**config.mk**
```make
export PLATFORM = sky130hd
export DESIGN_NAME = axi_read_arbiter
export DESIGN_NICKNAME = d
export VERILOG_FILES = /design/src/rtl/axi_pkg.sv /design/src/rtl/axi_outstanding_ctr.sv /design/src/rtl/axi_read_arbiter.sv
export SDC_FILE = /design/constraint.sdc
export NUM_CORES = 1
export LEC_CHECK = 0
export ABC_CLOCK_PERIOD_IN_PS = 1800
export BUFFER_PORTS_ARGS = -buffer_cell sky130_fd_sc_hd__buf_2
export CAP_MARGIN = 20
export CELL_PAD_IN_SITES_DETAIL_PLACEMENT = 0
export CELL_PAD_IN_SITES_GLOBAL_PLACEMENT = 1
export CORE_MARGIN = 2
export CORE_UTILIZATION = 25
export DETAILED_ROUTE_END_ITERATION = 8
export PLACE_DENSITY_LB_ADDON = 0.1
export SLEW_MARGIN = 15
export SYNTH_ARGS = -nofsm -noshare
export SYNTH_HDL_FRONTEND = slang
export SYNTH_SLANG_ARGS = --single-unit
```
**constraint.sdc**
```tcl
create_clock -name ACLK -period 1.8 [get_ports ACLK]
set_input_delay 0.18 -clock ACLK [delete_from_list [all_inputs] [get_ports ACLK]]
set_output_delay 0.18 -clock ACLK [all_outputs]
set_load 0.03 [all_outputs]
```
**src/rtl/axi_pkg.sv**
```systemverilog
// Shared AXI definitions for the read arbiter: burst codes, AR control field
// widths and the arbiter state encoding.
package axi_pkg;

    localparam logic [1:0] FIXED = 2'b00;
    localparam logic [1:0] INCR  = 2'b01;
    localparam logic [1:0] WRAP  = 2'b10;

    localparam int LenW   = 4;
    localparam int SizeW  = 2;
    localparam int BurstW = 2;
    localparam int LockW  = 2;
    localparam int CacheW = 4;
    localparam int ProtW  = 3;
    localparam int ArCtrlW = LenW + SizeW + BurstW + LockW + CacheW + ProtW;

    // Full registered AR payload: address plus all control fields.
    function automatic int ar_payload_w(input int bus_width);
        return bus_width + ArCtrlW;
    endfunction

    typedef enum logic {
        IDLE = 1'b0,
        SEND = 1'b1
    } arb_state_e;

endpackage

```
**src/rtl/axi_outstanding_ctr.sv**
```systemverilog
// Per-master count of accepted-but-incomplete bursts, with a limit flag that
// gates eligibility and an underflow flag for completions nobody asked for.
module axi_outstanding_ctr #(
    parameter int MaxOutstanding = 4,
    parameter int CntBits        = 3
) (
    input  logic ACLK,
    input  logic ARESETn,
    input  logic inc,
    input  logic dec,
    output logic at_limit,
    output logic underflow
);

    logic [CntBits-1:0] cnt;

    // NOTE: sequential state uses non-blocking assignments only, so every
    // flop samples the pre-edge value regardless of statement order.
    always_ff @(posedge ACLK or negedge ARESETn) begin
        if (!ARESETn) begin
            cnt <= '0;
        end else begin
            case ({inc, dec})
                2'b10:   cnt <= cnt + CntBits'(1);
                2'b01:   if (cnt != '0) cnt <= cnt - CntBits'(1);
                default: cnt <= cnt;
            endcase
        end
    end

    assign at_limit  = (cnt >= CntBits'(MaxOutstanding));
    assign underflow = dec && (cnt == '0);

endmodule

```
**src/rtl/axi_read_arbiter.sv**
```systemverilog
// Two-master round-robin arbiter for the AXI read path: registers the winning
// AR request toward the slave and routes R beats back by the RID tag MSB.
module axi_read_arbiter
    import axi_pkg::*;
#(
    parameter int BusWidth       = 32,
    parameter int IdBits         = 1,
    parameter int MaxOutstanding = 4,
    parameter int CntBits        = 3
) (
    input  logic                ACLK,
    input  logic                ARESETn,

    input  logic [IdBits-1:0]   m0_arid,
    input  logic [BusWidth-1:0] m0_araddr,
    input  logic [LenW-1:0]     m0_arlen,
    input  logic [SizeW-1:0]    m0_arsize,
    input  logic [BurstW-1:0]   m0_arburst,
    input  logic [LockW-1:0]    m0_arlock,
    input  logic [CacheW-1:0]   m0_arcache,
    input  logic [ProtW-1:0]    m0_arprot,
    input  logic                m0_arvalid,
    output logic                m0_arready,

    input  logic [IdBits-1:0]   m1_arid,
    input  logic [BusWidth-1:0] m1_araddr,
    input  logic [LenW-1:0]     m1_arlen,
    input  logic [SizeW-1:0]    m1_arsize,
    input  logic [BurstW-1:0]   m1_arburst,
    input  logic [LockW-1:0]    m1_arlock,
    input  logic [CacheW-1:0]   m1_arcache,
    input  logic [ProtW-1:0]    m1_arprot,
    input  logic                m1_arvalid,
    output logic                m1_arready,

    output logic [IdBits:0]     s_arid,
    output logic [BusWidth-1:0] s_araddr,
    output logic [LenW-1:0]     s_arlen,
    output logic [SizeW-1:0]    s_arsize,
    output logic [BurstW-1:0]   s_arburst,
    output logic [LockW-1:0]    s_arlock,
    output logic [CacheW-1:0]   s_arcache,
    output logic [ProtW-1:0]    s_arprot,
    output logic                s_arvalid,
    input  logic                s_arready,

    input  logic [IdBits:0]     s_rid,
    input  logic [BusWidth-1:0] s_rdata,
    input  logic [1:0]          s_rresp,
    input  logic                s_rlast,
    input  logic                s_rvalid,
    output logic                s_rready,

    output logic [IdBits-1:0]   m0_rid,
    output logic [BusWidth-1:0] m0_rdata,
    output logic [1:0]          m0_rresp,
    output logic                m0_rlast,
    output logic                m0_rvalid,
    input  logic                m0_rready,

    output logic [IdBits-1:0]   m1_rid,
    output logic [BusWidth-1:0] m1_rdata,
    output logic [1:0]          m1_rresp,
    output logic                m1_rlast,
    output logic                m1_rvalid,
    input  logic                m1_rready,

    output logic                err
);

    localparam int ArPayloadW = ar_payload_w(BusWidth);

    arb_state_e            state, state_next;
    logic                  rr_ptr;          // 0: M0 wins a tie, 1: M1 wins a tie
    logic                  grant0, grant1;
    logic                  limit0, limit1;
    logic                  under0, under1;
    logic                  elig0, elig1;
    logic                  r_sel, r_done;
    logic [ArPayloadW-1:0] ar_q;
    logic [ArPayloadW-1:0] m0_payload, m1_payload;

    assign m0_payload = {m0_araddr, m0_arlen, m0_arsize, m0_arburst, m0_arlock, m0_arcache, m0_arprot};
    assign m1_payload = {m1_araddr, m1_arlen, m1_arsize, m1_arburst, m1_arlock, m1_arcache, m1_arprot};
    assign {s_araddr, s_arlen, s_arsize, s_arburst, s_arlock, s_arcache, s_arprot} = ar_q;

    assign elig0 = m0_arvalid && !limit0;
    assign elig1 = m1_arvalid && !limit1;

    // NOTE: every output of this block gets a default first, so no path can
    // leave a signal unassigned and infer a latch.
    always_comb begin
        state_next = state;
        grant0     = 1'b0;
        grant1     = 1'b0;
        case (state)
            IDLE: begin
                if (elig0 && (!elig1 || !rr_ptr)) grant0 = 1'b1;
                else if (elig1)                   grant1 = 1'b1;
                if (grant0 || grant1) state_next = SEND;
            end
            SEND: begin
                if (s_arready) state_next = IDLE;
            end
            default: state_next = IDLE;
        endcase
    end

    assign m0_arready = grant0;
    assign m1_arready = grant1;

    always_ff @(posedge ACLK or negedge ARESETn) begin
        if (!ARESETn) begin
            state     <= IDLE;
            rr_ptr    <= 1'b0;
            s_arvalid <= 1'b0;
            s_arid    <= '0;
            ar_q      <= '0;
            err       <= 1'b0;
        end else begin
            state <= state_next;
            if (grant0) begin
                s_arid    <= {1'b0, m0_arid};
                ar_q      <= m0_payload;
                s_arvalid <= 1'b1;
                rr_ptr    <= 1'b1;
            end else if (grant1) begin
                s_arid    <= {1'b1, m1_arid};
                ar_q      <= m1_payload;
                s_arvalid <= 1'b1;
                rr_ptr    <= 1'b0;
            end else if (state == SEND && s_arready) begin
                s_arvalid <= 1'b0;
            end
            if (under0 || under1) err <= 1'b1;
        end
    end

    // R path is pure steering; the tag MSB names the owning master.
    assign r_sel     = s_rid[IdBits];
    assign s_rready  = r_sel ? m1_rready : m0_rready;
    assign r_done    = s_rvalid && s_rready && s_rlast;

    assign m0_rid    = s_rid[IdBits-1:0];
    assign m0_rdata  = s_rdata;
    assign m0_rresp  = s_rresp;
    assign m0_rlast  = s_rlast;
    assign m0_rvalid = s_rvalid && !r_sel;

    assign m1_rid    = s_rid[IdBits-1:0];
    assign m1_rdata  = s_rdata;
    assign m1_rresp  = s_rresp;
    assign m1_rlast  = s_rlast;
    assign m1_rvalid = s_rvalid && r_sel;

    axi_outstanding_ctr #(
        .MaxOutstanding (MaxOutstanding),
        .CntBits        (CntBits)
    ) u_ctr0 (
        .ACLK      (ACLK),
        .ARESETn   (ARESETn),
        .inc       (grant0),
        .dec       (r_done && !r_sel),
        .at_limit  (limit0),
        .underflow (under0)
    );

    axi_outstanding_ctr #(
        .MaxOutstanding (MaxOutstanding),
        .CntBits        (CntBits)
    ) u_ctr1 (
        .ACLK      (ACLK),
        .ARESETn   (ARESETn),
        .inc       (grant1),
        .dec       (r_done && r_sel),
        .at_limit  (limit1),
        .underflow (under1)
    );

endmodule

```
# == Word-level counts from Yosys, hierarchy flattened ==
# Cells that the tools add are included.
# classes
add_sub_neg,4
n_lt_le_gt_ge,2
n_eq_ne,6
mux,24
bitwise,1
reduce_logical,30
# op_table
cell,count
$mux 49,2
$mux 1,15
$logic_and 1x1->1,12
$pmux 3 s2,2
$reduce_bool 3->1,3
$add 3x1->3 const B,2
$ge 3x3->1 const B,2
$logic_not 3->1,2
$mux 3,2
$reduce_bool 2->1,3
$sub 3x1->3 const B,2
$logic_not 1->1,5
$eq 2x1->1 const B,2
$eq 2x2->1 const B,2
$mux 2,2
$ne 2x1->1 const B,2
$reduce_and 2->1,2
$logic_or 1x1->1,3
$pmux 1 s2,1
$not 1->1,1
# word_totals
register_bits,61
input_bits,145
output_inout_bits,130
elab_cells,75

# == Longest topological paths before layout ==
# logic_depth
ltp_word,12
mapped_depth,9
ltp_nobuf,8

# == Cells and area by module ==
# From an unflattened synthesis, not the netlist that was laid out.
# unflattened
hier_cells,510
hier_area_um2,4466.8
# modules_own_cells
module,n_inst,cells_per_inst,area_each_um2,seq_area_each_um2
axi_read_arbiter,1,452,3947.5,1376.3
axi_outstanding_ctr (u_ctr0),1,28,260.2,75.1
axi_outstanding_ctr (u_ctr1),1,30,259.0,75.1

# == Worst setup path before layout ==
# No wires, ideal clock.
# synth_path
kind,flip-flop to flip-flop
from,register u_ctr0.cnt[2]
to,register u_ctr1.cnt[1]
setup_ns,0.125
arrival_time_ns,1.890
required_time_ns,1.675
slack_ns,-0.215
stages_incl_launch_ff,7
path_buffers,1
period_less_slack_ns,2.015
cell_sequence,dfrtp_1 > or3b_4 > and2_4 > buf_6 > nor2_1 > fa_1 > mux2_4
# synth_between
elab_chain_len,10
elab_cells_between_ends,13
classes_between,order compare (1); eq/ne (3); mux (4); reduce/logical (5)
# synth_rtl
element,line_no,source
from (decl),axi_outstanding_ctr.sv:15,logic [CntBits-1:0] cnt;
from (signal assigned),axi_outstanding_ctr.sv:24,2'b10: cnt <= cnt + CntBits'(1);
from (signal assigned),axi_outstanding_ctr.sv:25,2'b01: if (cnt != '0) cnt <= cnt - CntBits'(1);
from (signal assigned),axi_outstanding_ctr.sv:26,default: cnt <= cnt;
$ge 3x3->1 (*),axi_outstanding_ctr.sv:31,assign at_limit = (cnt >= CntBits'(MaxOutstanding));
$logic_not 1->1 (*),axi_read_arbiter.sv:87,assign elig0 = m0_arvalid && !limit0;
$logic_and 1x1->1 (*),axi_read_arbiter.sv:87,
$logic_and 1x1->1 (*),axi_read_arbiter.sv:98,if (elig0 && (!elig1 || !rr_ptr)) grant0 = 1'b1;
$mux 1 (*),axi_read_arbiter.sv:98,
$mux 1 (*) (2 in series),axi_read_arbiter.sv:96,case (state)
named net m1_arready,axi_read_arbiter.sv:34,"output logic m1_arready,"
$eq 2x1->1 or $eq 2x2->1 (tied branches),axi_outstanding_ctr.sv:23,"case ({inc, dec})"
$ne 2x1->1 (no line) or $reduce_bool 2->1 (tied branches),--,
$reduce_and 2->1 (no line),--,
to (signal assigned),axi_outstanding_ctr.sv:24,
to (signal assigned),axi_outstanding_ctr.sv:25,
to (signal assigned),axi_outstanding_ctr.sv:26,
to (decl),axi_outstanding_ctr.sv:15,
# The timed path passes the listed nets; every way through them passes the cells marked *. The select of a mux whose other input is x is not followed.
# A chain may end at the register's enable or synchronous reset.

# == Final worst setup path ==
# layout_path
from,register rr_ptr
to,register u_ctr1.cnt[1]
# layout_between
elab_chain_len,9
elab_cells_between_ends,12
classes_between,eq/ne (3); mux (4); reduce/logical (5)
# layout_rtl
element,line_no,source
from (decl),axi_read_arbiter.sv:74,logic rr_ptr;
from (signal assigned),axi_read_arbiter.sv:115,rr_ptr <= 1'b0;
from (signal assigned),axi_read_arbiter.sv:126,rr_ptr <= 1'b1;
from (signal assigned),axi_read_arbiter.sv:131,rr_ptr <= 1'b0;
$logic_not 1->1 (*),axi_read_arbiter.sv:98,
$logic_or 1x1->1 (*),axi_read_arbiter.sv:98,
$logic_and 1x1->1 (*),axi_read_arbiter.sv:98,
$mux 1 (*),axi_read_arbiter.sv:98,
$mux 1 (*) (2 in series),axi_read_arbiter.sv:96,
$eq 2x1->1 or $eq 2x2->1 (tied branches),axi_outstanding_ctr.sv:23,
$ne 2x1->1 (no line) or $reduce_bool 2->1 (tied branches),--,
$reduce_and 2->1 (no line),--,
# Mark *: on every way between the ends. The rest lies on a longest branch, timed or not. The select of a mux whose other input is x is not followed.

==> metrics <==
first-pass GRT wire length=13200 um; CP bufs+invs=0; crit path kind=reg2reg; MaxCap Viol Count=0; placed insts=608; Comb power frac=0.495; Final min period=1.81 ns; routability congestion estimate=0.671; Synth area leaders=dfrtp_1, buf_4, mux2i_1, nand2_1, o21ai_0; initial antenna violation count=0; layout cell share with drive strength beyond 1=0.479; Slew headroom=0.772; XOR/XNOR share of the synthesized area=0.0102; antenna diode count=0; Routed Antenna Nets=0; drt drc=0; Worst Hold Class=in2reg; sequential share of power=0.301; Final Core Density=0.331; Clk pwr share=0.204; RSZ-0062 raised after global routing=true; Area Growth Syn to Fin=28.7%; status=complete, but fails checks; Detailed Route WL=8420 um; final setup violation count=1; Worst Max-Slew Pin Slew=0.341 ns; Synth Net Count=485; CP required=2.01 ns; layout net count=593; GRT overflow=0; Max Freq=554 MHz; adder-cell share of the synthesized area=0.0117; I/O Buffers=169; sequential area share after synthesis=0.446; Crit path depth=5; vias=2633; post-synthesis cell area=3420 um2; Reg area=1530 um2; share of the synthesized area in the top cell type=0.446; sw frac=0.436; synth warn=0; Pwr Density=1830 nW/um2; multiplexer area fraction after synthesis=0.137; VDD IR max=0.530 mV; post-synth cell types=39; Largest stage delay, worst path=0.41 ns; core area=13300 um2; syn_area_per_cell=10.1 um2; failing checks=setup timing; Placement Cell Area=4030 um2; CTS tree=done; Clock Skew=0.00299 ns; Slew Viols, Final=0; Startpoint Class=flop; fin crit share=1.00; register bit total from synthesis=61; wire per inst=13.4 um; Synth Flop Type=dfrtp_1; Vias/cell=4.20; Num CTS Buffers=9; Site Rows=42; Non-Filler Instances=627; Tot Pwr=8.08 mW; hold_ws=0.0803 ns; chip height=121 um; path depth of the worst reg2reg path=5; Worst path top cell family by delay=simple AND/OR/NAND/NOR gates; CP max stage cell=fa_1; largest net degree at the start of global routing=62; vias in the first global route=2611; Worst setup EP type=flop; WHS Path Cells=2; Worst-path clk slew=0.05 ns; Final Hold Viols=0; fill cell count=1381; Worst EP arrival=2.02 ns; Mapped Cells=338; simple-gate area share of the yosys netlist=0.0900; Clk Latency, worst-skew pair=0.33 ns; die area=14600 um2; setup TNS=-0.00558 ns; design area=4400 um2; Leak=2.47 nW; Critical Path Fanout Max=2; DR pass1 iterations=4; CTS root buf=clkbuf_16; H-tree levels=3; switching power=3.52 mW; Synth Area in Compound Gates=0.104; largest family of logic cells by synthesized area=buffers and inverters; share of flip-flops with an asynchronous set or reset=1.00; gr usage total=0.118; Setup WS post-layout=-0.00558 ns; Longest Clk Path Bufs=2; Ports=275; Place WS=-0.00948 ns; Initial Util=0.257; Power Internal=4.56 mW; footprint of the multi-input gates=1250 um2; detailed-placement wirelength estimate=6190 um; worst path cell trace=or3b_4 -> and2_4 -> nor2_4 -> fa_1 -> mux2_4; total clock sinks=61; cell taking the most area after synthesis=dfrtp_1; Post-synth EDFFs=0; die width=121 um; drt initial violations=90
==> registers in the layout, summed over array words and instances (netlist names) <==
name and count:
ar_q 49, s_arid 2, u_ctr1.cnt 3, err 1
u_ctr0.cnt 3, rr_ptr 1, s_arvalid 1, state 1
==> cells in the mapped netlist, types with 2 or more instances <==
cell	number
o21ai_0	31
nand4_1	2
nor2b_1	3
mux2_2	2
nand2_1	44
buf_4	76
nor3_1	2
buf_2	7
fa_1	2
xnor2_1	3
clkbuf_1	4
dfrtp_1	61
o21ai_1	12
inv_1	14
a222oi_1	9
mux2i_1	43
==> metal layers <==
metal	global-route usage	vias to the layer above	part of all wire	routed length, um
met2	0.183	117	0.47	3930
li1	-	1291	-	-
met5	0	-	0	0
met3	0.0404	31	0.092	773
met4	0.0770	0	0.031	263
met1	0.139	1194	0.41	3460
==> path summary, 6_finish.rpt <==
kind | endpoint | start | slack (ns)
worst max-delay path | u_ctr1.cnt[1]$_DFFE_PN0P_ | rr_ptr$_DFFE_PN0P_ | -0.006
worst min-delay path | state$_DFF_PN0_ | s_arready | 0.08
worst max register to register | u_ctr1.cnt[1]$_DFFE_PN0P_ | rr_ptr$_DFFE_PN0P_ | -0.006
worst min register to register | ar_q[28]$_DFFE_PN0P_ | ar_q[28]$_DFFE_PN0P_ | 0.47
max in group asynchronous | u_ctr1.cnt[2]$_DFFE_PN0P_ | ARESETn | 1.11
min in group asynchronous | ar_q[3]$_DFFE_PN0P_ | ARESETn | 0.40
==> cell families after synthesis <==
group	count (synthesis)
buffers and inverters	103
and+or+nand+nor	64
DFF	61
AOI/OAI and AO/OA	58
muxes	46
xor gates and xnor gates	4
adders and majority gates	2
==> power by group through the flow <==
| stage | registers [mW] | clock network (mW) | logic, mW |
|---|---|---|---|
| final | 2.43 | 1.65 | 4.00 |
| after global routing | 2.52 | 1.80 | 4.37 |
| after CTS | 2.43 | 1.74 | 4.04 |
| after detailed placement | 2.43 | 0 | 4.00 |
| after global placement | 2.44 | 0 | 3.97 |
| after floorplan | 3.60 | 0 | 1.82 |
==> cells in the final DEF (no fill, tap or decap), types with 4 or more instances in the layout <==
cell       Yosys  layout
a222oi_1       9       9
buf_4         76       9
mux2i_1       43      43
inv_1         14      13
clkbuf_8       0       4
o21ai_0       31      31
nand2_1       44      43
buf_12         0       4
o21ai_1       12      11
clkbuf_16      0       9
dfrtp_1       61      60
buf_2          7     167
==> final cells by class <==
class	instances	area share
Sequential cell	61	0.347
Tap cell	176	0.0500
Inverter	15	0.0156
Timing Repair Buffer	185	0.237
Multi-Input combinational cell	174	0.284
Clock buffer	16	0.0662
==> repair_timing <==
item | in CTS | in global routing
hold buffers | 1 | 0
setup endpoints to repair | 3 | 15
cloned | 0 | 0
setup buffers | 1 | 1
pin swaps | 3 | 2
hold endpoints to repair | 61 | 0
resized for setup | 8 | 8
(Power assumes the default switching activity.)
